<file path="src/rtl/bus_arbiter_ctrl.sv">
// ----------------------------------------------------------------------------
// bus_arbiter_ctrl
//
// Registered, transaction-aware arbiter for the shared system bus.
// Masters: m0 = ex, m1 = ifu, m2 = JTAG. A grant is held until the slave
// acknowledges or the master drops its request; a locked master keeps the bus
// across back-to-back accesses. The ifu gets starvation protection, and the
// pipeline hold flag is derived here.
//
// Ports:
//   clk            system clock
//   rst            synchronous active-high reset
//   req_i[2:0]     per-master request, bit n = master n
//   lock_i[2:0]    per-master lock: keep the grant after ack_i
//   ack_i          slave completes the current granted access this cycle
//   grant_o[1:0]   granted master index (0, 1 or 2); parks at 1 when idle
//   grant_valid_o  grant_o refers to an active transaction
//   hold_flag_o    pipeline hold request (combinational)
//   timeout_o      one-cycle pulse on watchdog release
//
// Optional feature macro: ARB_TIMEOUT_EN
//   Defined   : BUSY watchdog releases the bus after TIMEOUT_CYCLES cycles
//               without ack_i; the offending master must drop and re-raise
//               its request before it is eligible again.
//   Undefined : no watchdog, timeout_o tied to 0.
// ----------------------------------------------------------------------------
module bus_arbiter_ctrl #(
    parameter int STARVE_MAX     = 8,
    parameter int TIMEOUT_CYCLES = 16,
    parameter int CNT_W          = 8
) (
    input  logic       clk,
    input  logic       rst,
    input  logic [2:0] req_i,
    input  logic [2:0] lock_i,
    input  logic       ack_i,
    output logic [1:0] grant_o,
    output logic       grant_valid_o,
    output logic       hold_flag_o,
    output logic       timeout_o
);

    if ((2 ** CNT_W) <= STARVE_MAX || (2 ** CNT_W) <= TIMEOUT_CYCLES) begin : g_cnt_w_check
        $error("CNT_W too narrow for STARVE_MAX / TIMEOUT_CYCLES");
    end

    typedef enum logic {
        IDLE = 1'b0,
        BUSY = 1'b1
    } state_t;

    localparam logic [1:0]       PARK       = 2'd1;
    localparam logic [CNT_W-1:0] STARVE_LIM = CNT_W'(STARVE_MAX);

    state_t           state_q, state_d;
    logic [1:0]       cur_q, cur_d;
    logic [CNT_W-1:0] starve_q, starve_d;
    logic [2:0]       eligible;
    logic [1:0]       winner;
    logic             any_elig;
    logic             cur_req, cur_lock;
    logic             busy_ifu;
    logic             starve_hit;

    // Fixed priority m0 > m2 > m1, unless the ifu starvation override fires.
    function automatic logic [1:0] arbitrate(input logic [2:0] req, input logic ifu_first);
        logic [1:0] w;
        if (ifu_first && req[1])
            w = 2'd1;
        else if (req[0])
            w = 2'd0;
        else if (req[2])
            w = 2'd2;
        else
            w = 2'd1;
        return w;
    endfunction

`ifdef ARB_TIMEOUT_EN
    localparam logic [CNT_W-1:0] WD_LIM = CNT_W'(TIMEOUT_CYCLES - 1);

    logic [CNT_W-1:0] wd_q, wd_d;
    logic [2:0]       blocked_q, blocked_d, block_set;
    logic             timeout_q, timeout_d;

    // A master released by the watchdog stays ineligible until it drops req.
    assign eligible = req_i & ~blocked_q;
`else
    assign eligible = req_i;
`endif

    assign any_elig = |eligible;
    assign busy_ifu = (state_q == BUSY) && (cur_q == 2'd1);
    // The counter clears in any cycle ifu holds the grant, so the override
    // must not fire in that same cycle or ifu would win twice in a row.
    assign starve_hit = (starve_q == STARVE_LIM) && !busy_ifu;
    assign winner     = arbitrate(eligible, starve_hit);

    always_comb begin
        unique case (cur_q)
            2'd0: begin
                cur_req  = req_i[0];
                cur_lock = lock_i[0];
            end
            2'd2: begin
                cur_req  = req_i[2];
                cur_lock = lock_i[2];
            end
            default: begin
                cur_req  = req_i[1];
                cur_lock = lock_i[1];
            end
        endcase
    end

    // ---------------- state register ----------------
    // NOTE: sequential state uses non-blocking assignments so every register
    // samples the pre-edge values regardless of statement order.
    always_ff @(posedge clk) begin
        if (rst) begin
            state_q  <= IDLE;
            cur_q    <= PARK;
            starve_q <= '0;
        end else begin
            state_q  <= state_d;
            cur_q    <= cur_d;
            starve_q <= starve_d;
        end
    end

`ifdef ARB_TIMEOUT_EN
    always_ff @(posedge clk) begin
        if (rst) begin
            wd_q      <= '0;
            blocked_q <= '0;
            timeout_q <= 1'b0;
        end else begin
            wd_q      <= wd_d;
            blocked_q <= blocked_d;
            timeout_q <= timeout_d;
        end
    end
`endif

    // ---------------- next-state logic ----------------
    // NOTE: every signal gets a default first, so no path leaves a value
    // unassigned and no latch is inferred.
    always_comb begin
        state_d = state_q;
        cur_d   = cur_q;
`ifdef ARB_TIMEOUT_EN
        block_set = 3'b000;
        timeout_d = 1'b0;
`endif
        unique case (state_q)
            IDLE: begin
                if (any_elig) begin
                    state_d = BUSY;
                    cur_d   = winner;
                end
            end
            BUSY: begin
                if (!cur_req || (ack_i && !cur_lock)) begin
                    // Abort (also wins over a same-cycle ack) or unlocked ack:
                    // hand over without a bubble, or fall back to idle.
                    if (any_elig) begin
                        cur_d = winner;
                    end else begin
                        state_d = IDLE;
                        cur_d   = PARK;
                    end
                end else if (ack_i) begin
                    // Locked and still requesting: keep cur, no re-arbitration.
                    cur_d = cur_q;
`ifdef ARB_TIMEOUT_EN
                end else if (wd_q == WD_LIM) begin
                    state_d   = IDLE;
                    cur_d     = PARK;
                    timeout_d = 1'b1;
                    block_set = 3'b001 << cur_q;
`endif
                end
            end
            default: begin
                state_d = IDLE;
                cur_d   = PARK;
            end
        endcase

        if (!req_i[1] || busy_ifu)
            starve_d = '0;
        else if (starve_q != STARVE_LIM)
            starve_d = starve_q + 1'b1;
        else
            starve_d = starve_q;

`ifdef ARB_TIMEOUT_EN
        if (state_q == BUSY && state_d == BUSY && cur_d == cur_q && !ack_i)
            wd_d = wd_q + 1'b1;
        else
            wd_d = '0;
        blocked_d = req_i & (blocked_q | block_set);
`endif
    end

    // ---------------- outputs ----------------
    always_comb begin
        grant_o       = cur_q;
        grant_valid_o = (state_q == BUSY);
        // An ifu-only transaction never stalls the pipeline.
        hold_flag_o   = req_i[0] | req_i[2] | ((state_q == BUSY) && (cur_q != 2'd1));
`ifdef ARB_TIMEOUT_EN
        timeout_o     = timeout_q;
`else
        timeout_o     = 1'b0;
`endif
    end

endmodule
</file>
<file path="config.mk">
export PLATFORM = sky130hd
export DESIGN_NAME = bus_arbiter_ctrl
export DESIGN_NICKNAME = d
export VERILOG_FILES = /design/src/rtl/bus_arbiter_ctrl.sv
export SDC_FILE = /design/constraint.sdc
export NUM_CORES = 1
export LEC_CHECK = 0
export CAP_MARGIN = 0
export CORE_MARGIN = 8
export CORE_UTILIZATION = 45
export DETAILED_ROUTE_END_ITERATION = 8
export HOLD_SLACK_MARGIN = 0.15
export PLACE_DENSITY_LB_ADDON = 0.15
export SYNTH_ARGS = -nofsm -noshare
export SYNTH_HDL_FRONTEND = slang
export SYNTH_SLANG_ARGS = --single-unit
</file>
<file path="constraint.sdc">
create_clock -name clk -period 3.1 [get_ports clk]
set_clock_uncertainty 0.1 [all_clocks]
set_input_delay 0.62 -clock clk [delete_from_list [all_inputs] [get_ports clk]]
set_output_delay 0.62 -clock clk [all_outputs]
set_load 0.01 [all_outputs]
</file>
### Yosys cells after proc, flatten, opt, wreduce, memory -nomap -nowiden

Index checks and enable logic that the tools add are counted.
W data, S select, Z words.

| storage, ports and cells | value |
|---|---|
| bits of input ports | 9 |
| bits in latches | 0 |
| bits in writable memories | 0 |
| memories kept | 0 |
| flip-flop bits (word level) | 11 |
| word-level logic and storage cells | 41 |
| output and inout bits | 5 |
| ROM bits | 0 |

| operators by class | value |
|---|---|
| order comparisons | 0 |
| bitwise gates (word level) | 3 |
| reductions and logical operators | 15 |
| multiplexer cells | 12 |
| shift operators | 0 |
| $add $sub $neg | 1 |
| eq/ne operators | 7 |
| multipliers | 0 |
| div/mod/pow operators | 0 |

Operator list:

| cell | count |
|---|---|
| $mux W2 | 6 |
| $add A8 B1 Y8 const B | 1 |
| $eq A8 B4 Y1 const B | 1 |
| $ne A8 B4 Y1 const B | 1 |
| $pmux W1 S2 | 3 |
| $logic_and A1 B1 Y1 | 5 |
| $logic_not A1 Y1 | 4 |
| $ne A2 B1 Y1 const B | 2 |
| $pmux W2 S2 | 1 |
| $reduce_or A3 Y1 | 1 |
| $eq A2 B1 Y1 const B | 1 |
| $eq A2 B2 Y1 const B | 1 |
| $logic_not A2 Y1 | 1 |
| $logic_or A1 B1 Y1 | 2 |
| $mux W1 | 2 |
| $ne A2 B2 Y1 const B | 1 |
| $or A1 B1 Y1 | 2 |
| $reduce_and A2 Y1 | 1 |
| $reduce_or A2 Y1 | 1 |
| $not A1 Y1 | 1 |

### Logic depth before layout (Yosys ltp)

Gate-level depths: netlist (run 1).

| logic depth | value |
|---|---|
| depth after elaboration | 9 |
| gate-level depth with buffers | 6 |
| depth with buffers taken out | 6 |

### Least setup slack after synthesis (run 1)

No wires, ideal clock.

| path | value |
|---|---|
| path kind | in2out |
| start | in req_i[2] |
| end | out hold_flag_o |
| cell stages on the path | 2 |
| data required time | 2,380 ps |
| path buffers | 0 |
| setup slack | 1,550 ps |
| arrival | 830 ps |
| cell sequence | nor2_1 -> nand2_1 |

| on the way | value |
|---|---|
| cells in the longest elaborated chain, start to end | 2 |

Ends and longest elaborated chain:

| element | RTL line | text |
|---|---|---|
| start: declaration | 34 | `input logic [2:0] req_i,` |
| $or A1 B1 Y1 (2 in series) | 211 | `hold_flag_o = req_i[0] \| req_i[2] \| ((state_q == BUSY) && (cur_q != 2'd1));` |
| end: declaration | 39 | `output logic hold_flag_o,` |

Every way passes these cells.

### Worst setup path after layout (run 1)

Same ends and word-level chain as after synthesis.

==> results.toml, run 1 <==
[clock_tree]
clock_sinks = 11
cts_setup_buffers = 0
clk_path_buf_depth = 2
clock-root-buffer = "clkbuf_4"
cts_inserted_buffers = 3
worst_setup_hold_path_clk_slew_ps = 70
cts_resized = 0
cts-htree-levels = 1
clk-insertion-delay-late_ps = 260
post_cts_hold_buffer_count = 0
tritoncts = "done"

[power_and_ir_drop]
report.power.total_mw = 0.296
static-leakage-power_nw = 0.304
p_per_area_mw_per_mm2 = 389
vdd_drop_max_uv = 232

[logic_synthesis]
yosys.area.top_type = "dfxtp_1"
yosysUniqueCellTypes = 27
asyncSetResetFlopFracSynth_pct = 0
synth_largest_type_area_fraction_pct = 36.5
synth_enable_flop_cells = 0
synthTopCellsByArea = "dfxtp_1, xnor2_1, nor2_1"
synth.top_cells.by_count = "dfxtp_1, nor2_1, nand2_1, inv_1"
synth_area_per_cell_um2 = 8.62
yosysMostFrequentCell = "dfxtp_1"
yosys_register_bits = 11
seq_area_frac_synth_pct = 36.5
post_synthesis_instance_area_um2 = 603
synth_top_flop_cell = "dfxtp_1"
syn-instance-count = 70
syn-num-nets = 81
synthesis.yosys.warnings = 0

[floorplan]
placeableCoreArea_mm2 = 0.00127
fp.dieArea_mm2 = 0.00277
placement_rows = 13
initial_utilization_pct = 47.5
die-width_um = 52.6
dieHeight_um = 52.6
pin_count = 14

[setup_path]
critPathArrivalTime_ps = 1840
path_class = "input port to output pin"
reg2reg_from = "starve_q[0]"
worstPathMaxFanout = 5
category_of_the_worst_setup_path_capture_point = "output pin"
critical_path_rt_ps = 2380
worstSetupStartpointType = "input port"
launch_point_of_the_critical_path = "req_i[2]"

[grt]
global_route_wire_length_before_repair_mm = 1.85
total_global_routing_track_utilization_pct = 8.86
grt_start_max_net_pins = 8
overflow = 0
antenna_found_initial = 0
via_count_of_the_first_global_routing_pass = 428

[placed_design]
placedInstanceArea_um2 = 734
io_port_bufs = 12
dp.cells = 96
detailedPlace.worstSlack_ps = 526
dp_hpwl_um = 929
gp_routability_congestion = 0.757

[final_layout]
antennaDiodeCount = 0
instances_no_fill = 100
area_of_combinational_cells_with_multiple_inputs_um2 = 353
layout.area.seq_um2 = 220
post_route_cells_drive_above_1_share_pct = 7.06
post-route-util_pct = 60.0
design_area_um2 = 761
layout.filler_cells = 113
synthToLayoutAreaGrowth_pct = 26.1
fin_nets = 97

[route]
remaining_drc_errors = 0
finalWirelength_mm = 1.18
first_drt_iteration_drcs = 5
firstDrtPassIters = 5
mean_number_of_vias_per_cell = 5.15
drt-wirelength-per-cell_um = 11.8
detail-route-antenna-nets = 0
via_count = 515

[sta]
layout_worst_path_cycle_share_pct = 82.7
layout_min_cycle_time_ps = 2560
finalSetupViolations = 0
finalHoldViolations = 0
final.setup.worst_slack_ps = 535
final_tns_setup_ps = 0
grt_setup_unrepaired = "no"
max_freq_mhz = 390
final.hold.worst_slack_ps = 435
report.final.slew_viol_count = 0

[worst_hold_path]
hold_path_startpoint = "starve_q[1]"
hold_wc_path_type = "flop to flop"

[run]
maxCapViolCount = 0

[run_status]
outcome = "finished clean"
==> worst paths after layout <==
check	cells past startpoint	to	slack (ps)
max	4	hold_flag_o	540
min	2	starve_q[1]	430
max reg2reg	6	grant_o[0]	1620
min reg2reg	2	starve_q[1]	430
==> where the power goes <==
part           switching (mW)  total, mW  internal (mW)
sequential            0.00609      0.152          0.146
clock                  0.0474     0.0972         0.0498
combinational          0.0205     0.0473         0.0268
total                  0.0740      0.296          0.222
==> state kept, by name (all words and copies together), names as in the netlist <==
register and count:
starve_q 8, grant_o 2, grant_valid_o 1
==> cells in the final DEF, fill, tap and decap left out, drive strengths merged <==
master and count:
o2111ai 1, nand4 2, and4 1, nand2b 1, ha 2, conb 1
nor4 1, and3 1, nor4b 1, a311oi 1, clkdlybuf4s50 12, o32ai 1
nor3 1, nor2 9, inv 6, nor3b 2, a21oi 2, clkbuf 4
xnor2 4, o21ai 1, nand3 4, o211ai 1, nand2 7, xor2 3
mux2i 2, dfxtp 11, nor2b 3
==> kinds of logic (layout without fill, tap and decap cells) <==
logic type / after synthesis / count (layout) / synth area share (%)
multiplexers: 2 / 2 / 3.32
XOR/XNOR: 7 / 7 / 10.2
AO/OA/AOI/OAI: 7 / 7 / 9.13
adder cells (fa/ha/maj): 2 / 2 / 4.15
AND/OR/NAND/NOR: 33 / 33 / 31.1
other: 1 / 1 / 0.622
buffers and inverters: 7 / 22 / 4.98
flip-flops: 11 / 11 / 36.5
==> final cells by class <==
cell class / instances / share of cell area [%]
inverters: 6 / 2.96
well taps: 15 / 2.47
flip-flops and latches: 11 / 28.9
clock buffers: 4 / 3.45
repair buffers: 12 / 15.8
multi-input cells: 52 / 46.4
==> critical path, cell delays in order <==
cell and delay [ps]:
clkdlybuf4s50_1 550, nor2_1 80, nand2_1 60, clkdlybuf4s50_1 530
==> layer usage <==
layer	GRT usage [%]	vias to the layer above	share of wire, %
li1	-	266	-
met1	11.7	238	49
met2	12.3	9	45
met3	2.56	2	4.3
met4	5.17	0	1.2
met5	0	-	0
No activity file was read; power rests on OpenSTA's default activity.
==> run 2: changes to the inputs <==
- CORE_UTILIZATION: 45 -> 42
- clock period: 3.1 -> 2.35 ns (I/O delays scaled with it)
==> results.toml, run 2 (same netlist as run 1, synthesis figures left out) <==
[floorplan]
fp.dieArea_mm2 = 0.00290
initial_utilization_pct = 45.8
die-width_um = 53.9
dieHeight_um = 53.9
pin_count = 14
placement_rows = 13
placeableCoreArea_mm2 = 0.00132

[placed_design]
dp.cells = 97
io_port_bufs = 12
gp_routability_congestion = 0.755
dp_hpwl_um = 966
detailedPlace.worstSlack_ps = 115

[sta]
final_tns_setup_ps = 0
finalSetupViolations = 0
grt_setup_unrepaired = "no"
layout_worst_path_cycle_share_pct = 95.1
report.final.slew_viol_count = 0
layout_min_cycle_time_ps = 2230
max_freq_mhz = 448
final.setup.worst_slack_ps = 116
finalHoldViolations = 0

[grt]
antenna_found_initial = 0
via_count_of_the_first_global_routing_pass = 451
global_route_wire_length_before_repair_mm = 2.02
grt_start_max_net_pins = 8
total_global_routing_track_utilization_pct = 9.70
overflow = 0

[route]
detail-route-antenna-nets = 0
first_drt_iteration_drcs = 9
remaining_drc_errors = 0
firstDrtPassIters = 4
via_count = 519
finalWirelength_mm = 1.20
drt-wirelength-per-cell_um = 11.9
mean_number_of_vias_per_cell = 5.14

[setup_path]
critPathArrivalTime_ps = 1660
category_of_the_worst_setup_path_capture_point = "output pin"
critical_path_rt_ps = 1780
register_to_register_path_depth = 6
worstPathMaxFanout = 4
path_class = "input port to output pin"
worstSetupStartpointType = "input port"

[power_and_ir_drop]
p_per_area_mw_per_mm2 = 507
combPwrFrac_pct = 16.4
p_switching_mw = 0.0950
power.clock.fraction_pct = 32.2
share_seq_of_total_power_pct = 51.4
internal_power_mw = 0.294
report.power.total_mw = 0.389
static-leakage-power_nw = 0.309
vdd_drop_max_uv = 278
p_sw_share_pct = 24.4

[clock_tree]
clock-root-buffer = "clkbuf_4"
clk-insertion-delay-late_ps = 270
post_cts_hold_buffer_count = 0
cts-htree-levels = 1
cts_resized = 0
cts_setup_buffers = 0
worst_setup_hold_path_clk_slew_ps = 60
cts_inserted_buffers = 3
tritoncts = "done"
clock_sinks = 11
clk_path_buf_depth = 2

[final_layout]
layout.cells.most_common = "clkdlybuf4s50_1"
antennaDiodeCount = 0
layout_common_cells = "clkdlybuf4s50_1, dfxtp_1, nor2_1"
synthToLayoutAreaGrowth_pct = 27.4
flip_flop_count_of_the_largest_register_after_layout = 8
instances_no_fill = 101
post_route_cells_drive_above_1_share_pct = 8.14
post-route-util_pct = 58.3
largest-register = "starve_q"
fin_nets = 98

[run]
maxCapViolCount = 0

[worst_hold_path]
hold_wc_path_type = "flop to flop"
hold_path_depth = 2

[run_status]
outcome = "finished clean"
[run 2: cell count changes in the layout (fill, tap and decap cells not counted), sizes merged]
cell  change
buf       +1
[run 2: per-layer routing]
layer / vias up / track usage, % / share of wire (%)
met3: 4 / 5.23 / 5.2
met1: 237 / 12.5 / 48
li1: 271 / - / -
met4: 0 / 6.30 / 2.4
met5: - / 0 / 0
met2: 7 / 12.0 / 44
[run 2: stage by stage]
step / hold slack [ps] / instance area [um2]
final: 428 / 768
after global placement: 421 / 742
after CTS: 436 / 768
after global routing: 464 / 768
after detailed placement: 426 / 742
after floorplan: 381 / 603
[run 2: final timing paths]
path	from	end	slack, ps
worst max-delay path	req_i[0]	hold_flag_o	120
worst min-delay path	starve_q[1]	starve_q[1]	430
worst max register to register	starve_q[0]	grant_o[0]	870
worst min register to register	starve_q[1]	starve_q[1]	430
[run 2: worst max-delay path: stages]
cell and delay (ps):
clkdlybuf4s50_1 530, nor2_1 80, nand2_1 60, clkdlybuf4s50_1 530
[run 2: power groups by stage]
stage	Combinational, mW	Clock (mW)	Sequential, mW
2_1_floorplan	0.0304	0	0.205
3_3_place_gp	0.0644	0	0.204
3_5_place_dp	0.0639	0	0.204
4_1_cts	0.0645	0.130	0.200
5_1_grt	0.0710	0.145	0.201
6_report	0.0637	0.125	0.200
[run 2: area by class of cell]
class / count / area (um2)
timing repair buffer: 13 / 128
inverter: 6 / 22.5
tap: 15 / 18.8
multi-input combinational: 52 / 353
sequential: 11 / 220
clock buffer: 4 / 26.3
fill: 124 / 549
==> run 3: changes to the inputs <==
- CORE_MARGIN: 8 -> unset
- GPL_TIMING_DRIVEN: unset -> 0
==> results.toml, run 3 (same netlist as run 1, synthesis figures left out) <==
[final_layout]
area_of_combinational_cells_with_multiple_inputs_um2 = 353
flip_flop_count_of_the_largest_register_after_layout = 8
largest-register = "starve_q"
post_route_cells_drive_above_1_share_pct = 8.14
layout.area.seq_um2 = 220
layout_common_cells = "dfxtp_1, clkdlybuf4s50_1, nor2_1"
layout.filler_cells = 134
fin_nets = 98
synthToLayoutAreaGrowth_pct = 27.8
antennaDiodeCount = 0

[floorplan]
dieHeight_um = 39.9
placement_rows = 13
fp.dieArea_mm2 = 0.00159
pin_count = 14
initial_utilization_pct = 45.8
die-width_um = 39.9
placeableCoreArea_mm2 = 0.00132

[route]
drt-wirelength-per-cell_um = 11.0
finalWirelength_mm = 1.11
detail-route-antenna-nets = 0
firstDrtPassIters = 2
first_drt_iteration_drcs = 10
mean_number_of_vias_per_cell = 4.94
remaining_drc_errors = 0
via_count = 499

[clock_tree]
post_cts_hold_buffer_count = 0
clock-root-buffer = "clkbuf_4"
cts_inserted_buffers = 3
worst_setup_hold_path_clk_slew_ps = 60
clk_path_buf_depth = 2
cts-htree-levels = 1
clock_sinks = 11
clk-insertion-delay-late_ps = 270
cts_setup_buffers = 0
tritoncts = "done"

[grt]
total_global_routing_track_utilization_pct = 18.0
overflow = 0
via_count_of_the_first_global_routing_pass = 443
global_route_wire_length_before_repair_mm = 1.77
grt_start_max_net_pins = 8
antenna_found_initial = 0

[setup_path]
crit_family = "buffers and inverters"
worstSetupStartpointType = "input port"
crit_path_top_delay_cell = "clkdlybuf4s50_1"
path_depth = 4
rrSetupSlack_ps = 850
critical_path_rt_ps = 1780
launch_point_of_the_critical_path = "req_i[0]"
timing.critical_path.mode_cell = "clkdlybuf4s50_1"
critPathArrivalTime_ps = 1670
reg2reg_from = "starve_q[0]"
worstReg2RegEnd = "grant_o[0]"
critical_path.endpoint = "hold_flag_o"
path_buf_inv = 2
worstPathMaxFanout = 4
path_cells = "clkdlybuf4s50_1, nor2_1, nand2_1, clkdlybuf4s50_1"
category_of_the_worst_setup_path_capture_point = "output pin"
path_class = "input port to output pin"
slowest_delay_ps = 540
register_to_register_path_depth = 6

[sta]
grt_setup_unrepaired = "no"
finalHoldViolations = 0
final_tns_setup_ps = 0
report.final.slew_viol_count = 0
layout_min_cycle_time_ps = 2240
finalSetupViolations = 0
layout_worst_path_cycle_share_pct = 95.5
max_freq_mhz = 446

[power_and_ir_drop]
vdd_drop_max_uv = 454
p_per_area_mw_per_mm2 = 503
report.power.total_mw = 0.388
static-leakage-power_nw = 0.319

[worst_hold_path]
hold_path_startpoint = "starve_q[1]"
hold_wc_path_type = "flop to flop"

[placed_design]
gp_routability_congestion = 0.725
io_port_bufs = 12
dp_hpwl_um = 870

[run_status]
outcome = "finished clean"

[run]
maxCapViolCount = 0
run 3: cell count changes in the layout (fill, tap and decap cells not counted), sizes merged:
cell           previous run  this run
clkdlybuf4s50            12        11
dlymetal6s2s              0         1
run 3: area by class of cell:
type,count,share of cell area (%)
multi-input combinational,52,45.8
sequential,11,28.6
timing repair buffer,12,15.9
clock buffer,4,3.41
inverter,6,2.92
tap,15,2.44
buffer,1,0.974
run 3: tightest hold or removal path, cell delays in order, from the launching register on:
cell,delay [ps]
dfxtp_1,350
nand3_1,90
a21oi_1,60
run 3: worst min path at each step:
stage | end | cells past startpoint
finish | starve_q[1] | 2
global route | starve_q[1] | 2
CTS | starve_q[1] | 2
detailed placement | starve_q[1] | 2
global placement | starve_q[1] | 2
floorplan | starve_q[1] | 2
run 3: where the power goes:
group | internal, mW | switching (mW)
Sequential | 0.192 | 0.00817
Combinational | 0.0363 | 0.0276
Clock | 0.0656 | 0.0580
Total | 0.294 | 0.0938
run 3: what timing repair did:
action,in CTS,in global routing
hold endpoints to repair,0,0
resized for setup,0,1
endpoints found under the setup margin,0,1
run 3: routing by layer:
metal / wire length, um / track usage [%]
met1: 597 / 23.6
met2: 456 / 21.8
met3: 46 / 10.2
met4: 14 / 10.3
met5: 0 / 0
run 3: through the flow:
stage                     area (um2)  utilization [%]  cells  setup slack, ps  hold WS [ps]
after floorplan                  603                -     70              975           381
after global placement           742             56.3     97             69.9           421
after detailed placement         742             56.3     97             83.6           431
after CTS                        768             58.3    101             82.5           442
after global routing             771             58.5    101             44.0           460
final                            771             58.5    101              106           440
